File: src/rtl/dit_arbiter_pkg.sv
// dit_arbiter_pkg: grant FSM state encodings and channel ids shared by the arbiter files
package dit_arbiter_pkg;
    typedef enum logic [1:0] {IDLE = 2'd0, OWN_A = 2'd1, OWN_B = 2'd2} arb_state_e;
    localparam logic CH_A = 1'b0;
    localparam logic CH_B = 1'b1;
endpackage

File: src/rtl/dit_arb_fsm.sv
// dit_arb_fsm: grant FSM with alternating tie-break and per-frame sample counter
module dit_arb_fsm
    import dit_arbiter_pkg::*;
#(
    parameter int N     = 8,
    parameter int NLOG2 = 3
) (
    input  logic       clk,
    input  logic       rst_n,
    input  logic       a_req_i,
    input  logic       b_req_i,
    input  logic       a_nd_i,
    input  logic       b_nd_i,
    output arb_state_e state_o
);
    arb_state_e       state_q, state_d;
    logic [NLOG2-1:0] cnt_q, cnt_d;
    logic             last_q, last_d;
    logic             own_nd, frame_end;
    always_comb begin
        state_d   = state_q;
        cnt_d     = cnt_q;
        last_d    = last_q;
        own_nd    = (state_q == OWN_A && a_nd_i) || (state_q == OWN_B && b_nd_i);
        frame_end = cnt_q == NLOG2'(N - 1);
        if (state_q == IDLE) begin
            // on a tie, A wins only if B was served last
            if (a_req_i && (!b_req_i || last_q == CH_B)) begin
                state_d = OWN_A;
                last_d  = CH_A;
            end else if (b_req_i) begin
                state_d = OWN_B;
                last_d  = CH_B;
            end
        end else if (own_nd) begin
            cnt_d   = frame_end ? '0 : cnt_q + 1'b1;
            state_d = frame_end ? IDLE : state_q;
        end
    end
    always_ff @(posedge clk or negedge rst_n) begin
        if (!rst_n) begin
            state_q <= IDLE;
            cnt_q   <= '0;
            last_q  <= CH_B;
        end else begin
            state_q <= state_d;
            cnt_q   <= cnt_d;
            last_q  <= last_d;
        end
    end
    assign state_o = state_q;
endmodule

File: src/rtl/dit_arbiter.sv
// dit_arbiter: shares one dit FFT between channels A and B, routing results back by tag MSB
module dit_arbiter
    import dit_arbiter_pkg::*;
#(
    parameter int N      = 8,
    parameter int NLOG2  = 3,
    parameter int X_WDTH = 32,
    parameter int M_WDTH = 6
) (
    input  logic                clk,
    input  logic                rst_n,
    input  logic                a_req,
    input  logic                b_req,
    output logic                a_gnt,
    output logic                b_gnt,
    input  logic [2*X_WDTH-1:0] a_data,
    input  logic [2*X_WDTH-1:0] b_data,
    input  logic                a_nd,
    input  logic                b_nd,
    input  logic [M_WDTH-2:0]   a_m,
    input  logic [M_WDTH-2:0]   b_m,
    output logic [2*X_WDTH-1:0] fft_in_data,
    output logic                fft_in_nd,
    output logic [M_WDTH-1:0]   fft_in_m,
    input  logic [2*X_WDTH-1:0] fft_out_data,
    input  logic                fft_out_nd,
    input  logic [M_WDTH-1:0]   fft_out_m,
    input  logic                fft_first,
    input  logic                fft_error,
    output logic [2*X_WDTH-1:0] a_out_data,
    output logic [2*X_WDTH-1:0] b_out_data,
    output logic                a_out_nd,
    output logic                b_out_nd,
    output logic [M_WDTH-2:0]   a_out_m,
    output logic [M_WDTH-2:0]   b_out_m,
    output logic                a_first,
    output logic                b_first,
    output logic                error
);
    arb_state_e          state;
    logic                own_a, own_b, sel_nd, to_a, to_b;
    logic                in_nd_q, in_nd_d, error_q, error_d;
    logic [2*X_WDTH-1:0] in_data_q, in_data_d, a_data_q, a_data_d, b_data_q, b_data_d;
    logic [M_WDTH-1:0]   in_m_q, in_m_d;
    logic [M_WDTH-2:0]   a_m_q, a_m_d, b_m_q, b_m_d;
    logic                a_nd_q, a_nd_d, b_nd_q, b_nd_d, a_first_q, a_first_d, b_first_q, b_first_d;

    dit_arb_fsm #(.N(N), .NLOG2(NLOG2)) u_fsm (
        .clk     (clk),
        .rst_n   (rst_n),
        .a_req_i (a_req),
        .b_req_i (b_req),
        .a_nd_i  (a_nd),
        .b_nd_i  (b_nd),
        .state_o (state)
    );

    always_comb begin
        own_a     = state == OWN_A;
        own_b     = state == OWN_B;
        sel_nd    = (own_a && a_nd) || (own_b && b_nd);
        in_nd_d   = sel_nd;
        in_data_d = sel_nd ? (own_a ? a_data : b_data) : in_data_q;
        in_m_d    = sel_nd ? (own_a ? {CH_A, a_m} : {CH_B, b_m}) : in_m_q;
        // results route on the tag alone, whoever holds the grant now
        to_a      = fft_out_nd && fft_out_m[M_WDTH-1] == CH_A;
        to_b      = fft_out_nd && fft_out_m[M_WDTH-1] == CH_B;
        a_nd_d    = to_a;
        b_nd_d    = to_b;
        a_first_d = to_a && fft_first;
        b_first_d = to_b && fft_first;
        a_data_d  = to_a ? fft_out_data : a_data_q;
        b_data_d  = to_b ? fft_out_data : b_data_q;
        a_m_d     = to_a ? fft_out_m[M_WDTH-2:0] : a_m_q;
        b_m_d     = to_b ? fft_out_m[M_WDTH-2:0] : b_m_q;
        error_d   = error_q || fft_error || (a_nd && !own_a) || (b_nd && !own_b);
    end

    always_ff @(posedge clk or negedge rst_n) begin
        if (!rst_n) begin
            in_nd_q   <= 1'b0;
            in_data_q <= '0;
            in_m_q    <= '0;
            a_nd_q    <= 1'b0;
            b_nd_q    <= 1'b0;
            a_first_q <= 1'b0;
            b_first_q <= 1'b0;
            a_data_q  <= '0;
            b_data_q  <= '0;
            a_m_q     <= '0;
            b_m_q     <= '0;
            error_q   <= 1'b0;
        end else begin
            in_nd_q   <= in_nd_d;
            in_data_q <= in_data_d;
            in_m_q    <= in_m_d;
            a_nd_q    <= a_nd_d;
            b_nd_q    <= b_nd_d;
            a_first_q <= a_first_d;
            b_first_q <= b_first_d;
            a_data_q  <= a_data_d;
            b_data_q  <= b_data_d;
            a_m_q     <= a_m_d;
            b_m_q     <= b_m_d;
            error_q   <= error_d;
        end
    end

    assign a_gnt       = own_a;
    assign b_gnt       = own_b;
    assign fft_in_nd   = in_nd_q;
    assign fft_in_data = in_data_q;
    assign fft_in_m    = in_m_q;
    assign a_out_nd    = a_nd_q;
    assign b_out_nd    = b_nd_q;
    assign a_first     = a_first_q;
    assign b_first     = b_first_q;
    assign a_out_data  = a_data_q;
    assign b_out_data  = b_data_q;
    assign a_out_m     = a_m_q;
    assign b_out_m     = b_m_q;
    assign error       = error_q;
endmodule

File: config.mk
export PLATFORM = sky130hd
export DESIGN_NAME = dit_arbiter
export DESIGN_NICKNAME = d
export VERILOG_FILES = /design/src/rtl/dit_arbiter_pkg.sv /design/src/rtl/dit_arb_fsm.sv /design/src/rtl/dit_arbiter.sv
export SDC_FILE = /design/constraint.sdc
export NUM_CORES = 1
export LEC_CHECK = 0
export CAP_MARGIN = 20
export CORE_AREA = 5 5 167 169
export CTS_BUF_LIST = sky130_fd_sc_hd__clkbuf_8
export DETAILED_ROUTE_END_ITERATION = 12
export DIE_AREA = 0 0 172 174
export PLACE_DENSITY = 0.76
export SYNTH_ARGS = -nofsm -noshare
export SYNTH_HDL_FRONTEND = slang
export SYNTH_SLANG_ARGS = --single-unit
File: constraint.sdc
create_clock -name clk -period 2.9 [get_ports clk]
set_clock_uncertainty 0.2 [all_clocks]
set_input_delay 0.58 -clock clk [delete_from_list [all_inputs] [get_ports clk]]
set_output_delay 0.58 -clock clk [all_outputs]
set_load 0.005 [all_outputs]
==> out/metrics.yaml, run 1 <==
pwr:
  leakage_nw: 6.70
  p_comb_frac: 0.396
  powerDensity_nw_per_um2: 798
  p_int_mw: 8.60
  power_switching_share: 0.277
  pwr-share-clk: 0.235
  vdd_ir_drop_max_mv: 0.514
  p_total_mw: 11.9
  seq_power_share: 0.369
  p_sw_mw: 3.29
outcome:
  outcome: "complete, no violations"
run:
  max-cap-violations: 0
synth:
  synth_most_common_cell: "dfrtp_1"
  synth_nets: 928
  netlist_area_sq_um: 9300
  synth-main-ff-cell: "dfrtp_1"
  synth_commonest_cells: "dfrtp_1 (219), nand2_1 (210), mux2_1 (72)"
  synth_area_per_cell_sq_um: 13.1
  synth-seq-area-share: 0.592
  yosys.area.top_type: "dfrtp_1"
  synth.area.top_cells: "dfrtp_1 (59%), mux2_4 (11%), mux2_1 (8.7%)"
  yosys_warnings: 0
  yosysTopAreaCellShare: 0.589
  synthCells: 709
  synth_edf_count: 0
  async_reset_ff_frac: 1.00
  synth-seq-cells: 220
  synth.distinct_cells: 22
worst_setup_path:
  worstPathRequired_ns: 2.12
  r2r_cells: 4
  cp_max_fo: 7
  reg2reg_to: "fft_in_data[15]$_DFFE_PN0P_"
  cp.arrival_ns: 1.91
  cp-end-kind: "primary output"
  worstReg2RegStart: "u_fsm.state_o[0]$_DFFE_PN0P_"
  worst_setup_path_start_kind: "flip-flop"
  critical_path_class: "flip-flop to primary output"
  reg2reg_slack_ns: 0.66
floorplanning:
  rows: 60
  start_util: 0.352
  io_pins: 433
  core_area_sq_um: 26400
  die-area_sq_um: 29900
  die-width_microns: 172
  die_h_microns: 174
clocking:
  clkSlewWorstSetupHoldPaths_ns: 0.06
  cts_tree: "yes"
  cts_max_path_buffers: 3
  cts_num_sinks: 220
  ctsHoldBuffers: 1
  post_cts_resized: 0
  worst_skew_pair.late_latency_ns: 0.50
  cts_made_buffers: 39
  h-tree-depth: 2
  post-cts-setup-buffers: 0
  cts-root-buf: "clkbuf_8"
drt:
  wl_per_cell_microns: 19.0
  drc_errors: 0
  viasPerCell: 4.55
  first_iter_violations: 320
  ant_nets: 0
  via_count: 6976
  dr.pass1.iters: 6
  routed_wl_microns: 29000
grt:
  grt_max_degree: 75
  grt_pass1_wl_microns: 44300
  antenna_found_initial: 0
  grt_pass1_vias: 7752
  grt_use_total: 0.188
  overflow: 0
sta:
  worst_slew_pin_slew_ns: 0.626
  min_period_ns: 2.69
  period_share: 0.926
  hold_ws_ns: 0.271
  max_freq_ghz: 0.372
  setup_viol: 0
  hold_viol_final: 0
  maxSlewHeadroom: 0.583
  drv_slew: 0
  tns_ns: 0
  grt_setup_unrepaired: "false"
cells_and_area:
  syn2layout_area_growth_pct: 60.2
  drive_above_1_share: 0.183
  fillers: 2218
  fin_cells: 1532
  n_antenna_cell: 0
  finish.utilization: 0.564
  nets: 1382
place:
  gp_congestion: 0.818
  dp_cells: 1462
  dpl.hpwl_microns: 21700
  portBuffers: 432
worst_hold_path:
  hp-start: "a_out_data[6]$_DFFE_PN0N_"
  hold_class: "flip-flop to flip-flop"
  hold-path-endpoint: "a_out_data[6]$_DFFE_PN0N_"
  hold_depth: 2
[worst max path at each step]
| stage | start | slack (ns) | end |
|---|---|---|---|
| global placement | b_nd | 0.36 | fft_in_data[15]$_DFFE_PN0P_ |
| detailed placement | a_nd | 0.34 | fft_in_data[15]$_DFFE_PN0P_ |
| CTS | u_fsm.state_o[0]$_DFFE_PN0P_ | 0.19 | b_gnt |
| floorplan | u_fsm.state_o[0]$_DFFE_PN0P_ | 1.01 | fft_in_data[0]$_DFFE_PN0P_ |
| global route | u_fsm.state_o[0]$_DFFE_PN0P_ | 0.15 | b_gnt |
| finish | u_fsm.state_o[0]$_DFFE_PN0P_ | 0.21 | b_gnt |
[power groups by stage]
stage	sequential, mW	combinational [mW]	clock, mW
after global placement	4.41	4.66	0
after CTS	4.39	4.78	2.91
after floorplan	4.43	2.17	0
after detailed placement	4.42	4.76	0
final	4.39	4.71	2.80
after global routing	4.49	4.98	3.07
[cells in the final DEF (no fill, tap or decap)]
cell type,synthesis,layout
dfrtp_1,219,219
o21ai_1,1,1
inv_1,3,19
buf_12,0,9
clkinv_2,0,1
a21oi_1,4,4
nand2b_4,0,1
dfstp_2,1,1
mux2_1,72,72
buf_4,1,9
clkdlybuf4s50_1,0,431
ha_1,2,2
mux2_4,69,69
mux2_2,69,69
inv_2,3,3
nor2b_1,2,2
a31oi_1,5,5
buf_8,0,1
nand2_4,0,1
nor3_1,1,1
nor2_1,6,6
clkinvlp_4,0,1
dlygate4sd3_1,0,1
a22o_4,0,1
nand2b_2,0,1
nand2_1,210,209
nand2b_1,3,1
clkbuf_8,0,51
[metrics by stage]
stage	instance area, sq um	setup slack, ns
detailed placement	14100	0.341
floorplan	9300	1.01
finish	14900	0.214
global placement	14100	0.363
CTS	14900	0.193
global route	14900	0.150
[cell type report]
cell class / count / area, sq um / area share
sequential: 220 / 5510 / 0.369
timing repair buffer: 451 / 4590 / 0.308
multi-input combinational: 445 / 3590 / 0.241
clock buffer: 51 / 702 / 0.0471
tap: 341 / 427 / 0.0286
clock inverter: 18 / 72.6 / 0.00487
inverter: 6 / 22.5 / 0.00151
[sequential cells by signal, indices dropped and copies added (netlist names), 2 cells and up]
| register | count |
|---|---|
| a_out_data | 64 |
| b_out_data | 64 |
| fft_in_data | 64 |
| fft_in_m | 6 |
| a_out_m | 5 |
| b_out_m | 5 |
| u_fsm.cnt_q | 3 |
| u_fsm.state_o | 2 |
[critical path, cell delays in order, from the launching register on]
cell and delay [ns]:
dfrtp_1 0.47, nor2b_1 0.31, clkdlybuf4s50_1 0.62
[kinds of logic (layout without fill, tap and decap cells)]
| group | Yosys count | after routing | synth area share |
|---|---|---|---|
| flops | 220 | 220 | 0.592 |
| compound gates | 11 | 11 | 0.00699 |
| simple gates | 222 | 222 | 0.0911 |
| buf+inv | 44 | 526 | 0.0253 |
| mux | 210 | 210 | 0.282 |
| fa+ha+maj | 2 | 2 | 0.00269 |
[layer usage]
metal  routed length [microns]  global-route usage  part of all wire  vias to the layer above
met2                     14600               0.329              0.50                      261
met5                         0                   0                 0                        -
met1                     11100               0.220              0.38                     3388
met3                      2510              0.0566             0.086                       51
met4                       787              0.0590             0.027                        0
li1                          -                   -                 -                     3276
Power figures use the tool's default switching activity.
==> inputs of run 2 (changes only) <==
- CORE_AREA: 5 5 167 169 -> 5 5 208 109
- DIE_AREA: 0 0 172 174 -> 0 0 213 114
- PLACE_DENSITY: 0.76 -> 0.92
==> run 2 against run 1 <==
Net effect: clock power up 2%; combinational power down 1%; via count increased by 1.8%; fmax up 2.3%; utilization up 14 points; wire length increased by 1.6%; final area decreased by 1.1%; sequential share of layout area rose by 0.40 points; critical path type unchanged; largest cell class unchanged.
==> out/metrics.yaml, run 2 (synthesis gave the netlist of run 1 again) <==
outcome:
  outcome: "complete, no violations"
cells_and_area:
  n_antenna_cell: 0
  fin_cells: 1454
  final_common_cell: "clkdlybuf4s50_1"
  fin_area_sq_um: 14700
  nets: 1371
  syn2layout_area_growth_pct: 58.5
  final_cell_mix: "clkdlybuf4s50_1 (431), dfrtp_1 (219), nand2_1 (209)"
  drive_above_1_share: 0.177
  finish.utilization: 0.703
grt:
  antenna_found_initial: 0
  overflow: 0
  grt_use_total: 0.238
  grt_pass1_wl_microns: 45200
  grt_pass1_vias: 7834
  grt_max_degree: 71
drt:
  via_count: 7103
  dr.pass1.iters: 4
  wl_per_cell_microns: 20.3
  ant_nets: 0
  routed_wl_microns: 29500
  top_layer: "met4"
  first_iter_violations: 415
  viasPerCell: 4.89
  dr_wl_met2_microns: 14700
  met1Wirelength_microns: 11400
  drc_errors: 0
  routed-wl-met3_microns: 2570
worst_setup_path:
  max_stage_delay_ns: 0.58
  r2r_cells: 4
  cpMaxStageDelayCell: "clkdlybuf4s50_1"
  cp_num_cells: 2
  worstPathRequired_ns: 2.12
  worst_setup_path_start_kind: "flip-flop"
  cp-end-kind: "primary output"
  cp_max_fo: 7
  path_cells: "nor2b_1 > clkdlybuf4s50_1"
  cp.arrival_ns: 1.85
  critical_path_class: "flip-flop to primary output"
  path_buf_inv: 1
  cpLargestDelayFamily: "buffers and inverters"
clocking:
  cts_made_buffers: 34
  worst_skew_pair.late_latency_ns: 0.50
  cts_tree: "yes"
  cts-root-buf: "clkbuf_8"
  h-tree-depth: 2
  clkSlewWorstSetupHoldPaths_ns: 0.07
  post_cts_resized: 0
  cts_num_sinks: 220
  cts_max_path_buffers: 3
sta:
  hold_viol_final: 0
  worst_slew_pin_slew_ns: 0.771
  drv_slew: 0
  tns_ns: 0
  setup_ws_ns: 0.274
  maxSlewHeadroom: 0.486
  setup_viol: 0
  max_freq_ghz: 0.381
  period_share: 0.906
  min_period_ns: 2.63
  grt_setup_unrepaired: "false"
place:
  pre_cts_ws_ns: 0.487
  portBuffers: 432
  dpl.hpwl_microns: 22100
  dp_cells: 1395
  gp_congestion: 0.844
  postPlaceCellArea_sq_um: 14000
floorplanning:
  io_pins: 433
  die-area_sq_um: 24300
  die_h_microns: 114
  core_area_sq_um: 21000
  start_util: 0.444
  die-width_microns: 213
  rows: 38
pwr:
  powerDensity_nw_per_um2: 809
  leakage_nw: 6.61
  vdd_ir_drop_max_mv: 0.500
worst_hold_path:
  hold_depth: 2
  hold_class: "flip-flop to flip-flop"
run:
  max-cap-violations: 0
[run 2: final timing paths]
| path | from | endpoint | slack (ns) |
|---|---|---|---|
| min | a_out_m[2]$_DFFE_PN0N_ | a_out_m[2]$_DFFE_PN0N_ | 0.27 |
| min in group asynchronous | rst_n | fft_in_data[0]$_DFFE_PN0P_ | 0.42 |
| max in group asynchronous | rst_n | fft_in_data[49]$_DFFE_PN0P_ | 1.32 |
| max reg2reg | u_fsm.state_o[0]$_DFFE_PN0P_ | fft_in_data[44]$_DFFE_PN0P_ | 0.83 |
| max | u_fsm.state_o[0]$_DFFE_PN0P_ | b_gnt | 0.27 |
| min reg2reg | a_out_m[2]$_DFFE_PN0N_ | a_out_m[2]$_DFFE_PN0N_ | 0.27 |
[run 2: final cells by class]
| cell class | instances | area [sq um] |
|---|---|---|
| inverter | 6 | 22.5 |
| timing repair buffer | 445 | 4540 |
| fill | 1411 | 6220 |
| tap | 280 | 350 |
| clock buffer | 40 | 551 |
| multi-input combinational | 445 | 3590 |
| sequential | 220 | 5510 |
| clock inverter | 18 | 184 |
[run 2: repair_timing]
action	in CTS	in global routing
setup buffers	0	0
hold buffers	1	0
endpoints found under the hold margin	64	0
setup endpoints to repair	0	0
[run 2: per-stage QoR]
step | hold WS [ns] | power (mW)
detailed placement | 0.261 | 9.15
global route | 0.292 | 12.5
floorplan | 0.0844 | 6.61
finish | 0.273 | 11.9
global placement | 0.257 | 8.97
CTS | 0.278 | 12.1
[run 2: report_power, final]
part / switching (mW) / leakage [nW] / total, mW / internal (mW)
Combinational: 1.55 / 3.58 / 4.66 / 3.10
Sequential: 0.513 / 2.63 / 4.42 / 3.91
Clock: 1.24 / 0.404 / 2.86 / 1.62
Total: 3.31 / 6.61 / 11.9 / 8.62
[run 2: per-layer routing]
| layer | GRT usage | up-vias |
|---|---|---|
| met2 | 0.412 | 275 |
| met4 | 0.0690 | 0 |
| met3 | 0.0808 | 58 |
| met1 | 0.285 | 3515 |
| li1 | - | 3255 |
| met5 | 0 | - |
[run 2: tightest hold or removal path, stage by stage (launching register included)]
cell,delay (ns)
dfrtp_1,0.34
nand2_1,0.05
nand2_1,0.06
==> inputs of run 3 (changes only) <==
- TNS_END_PERCENT: unset -> 10
==> results of run 3 <==
The final DEF is identical to that of run 2; final timing and power are the same.
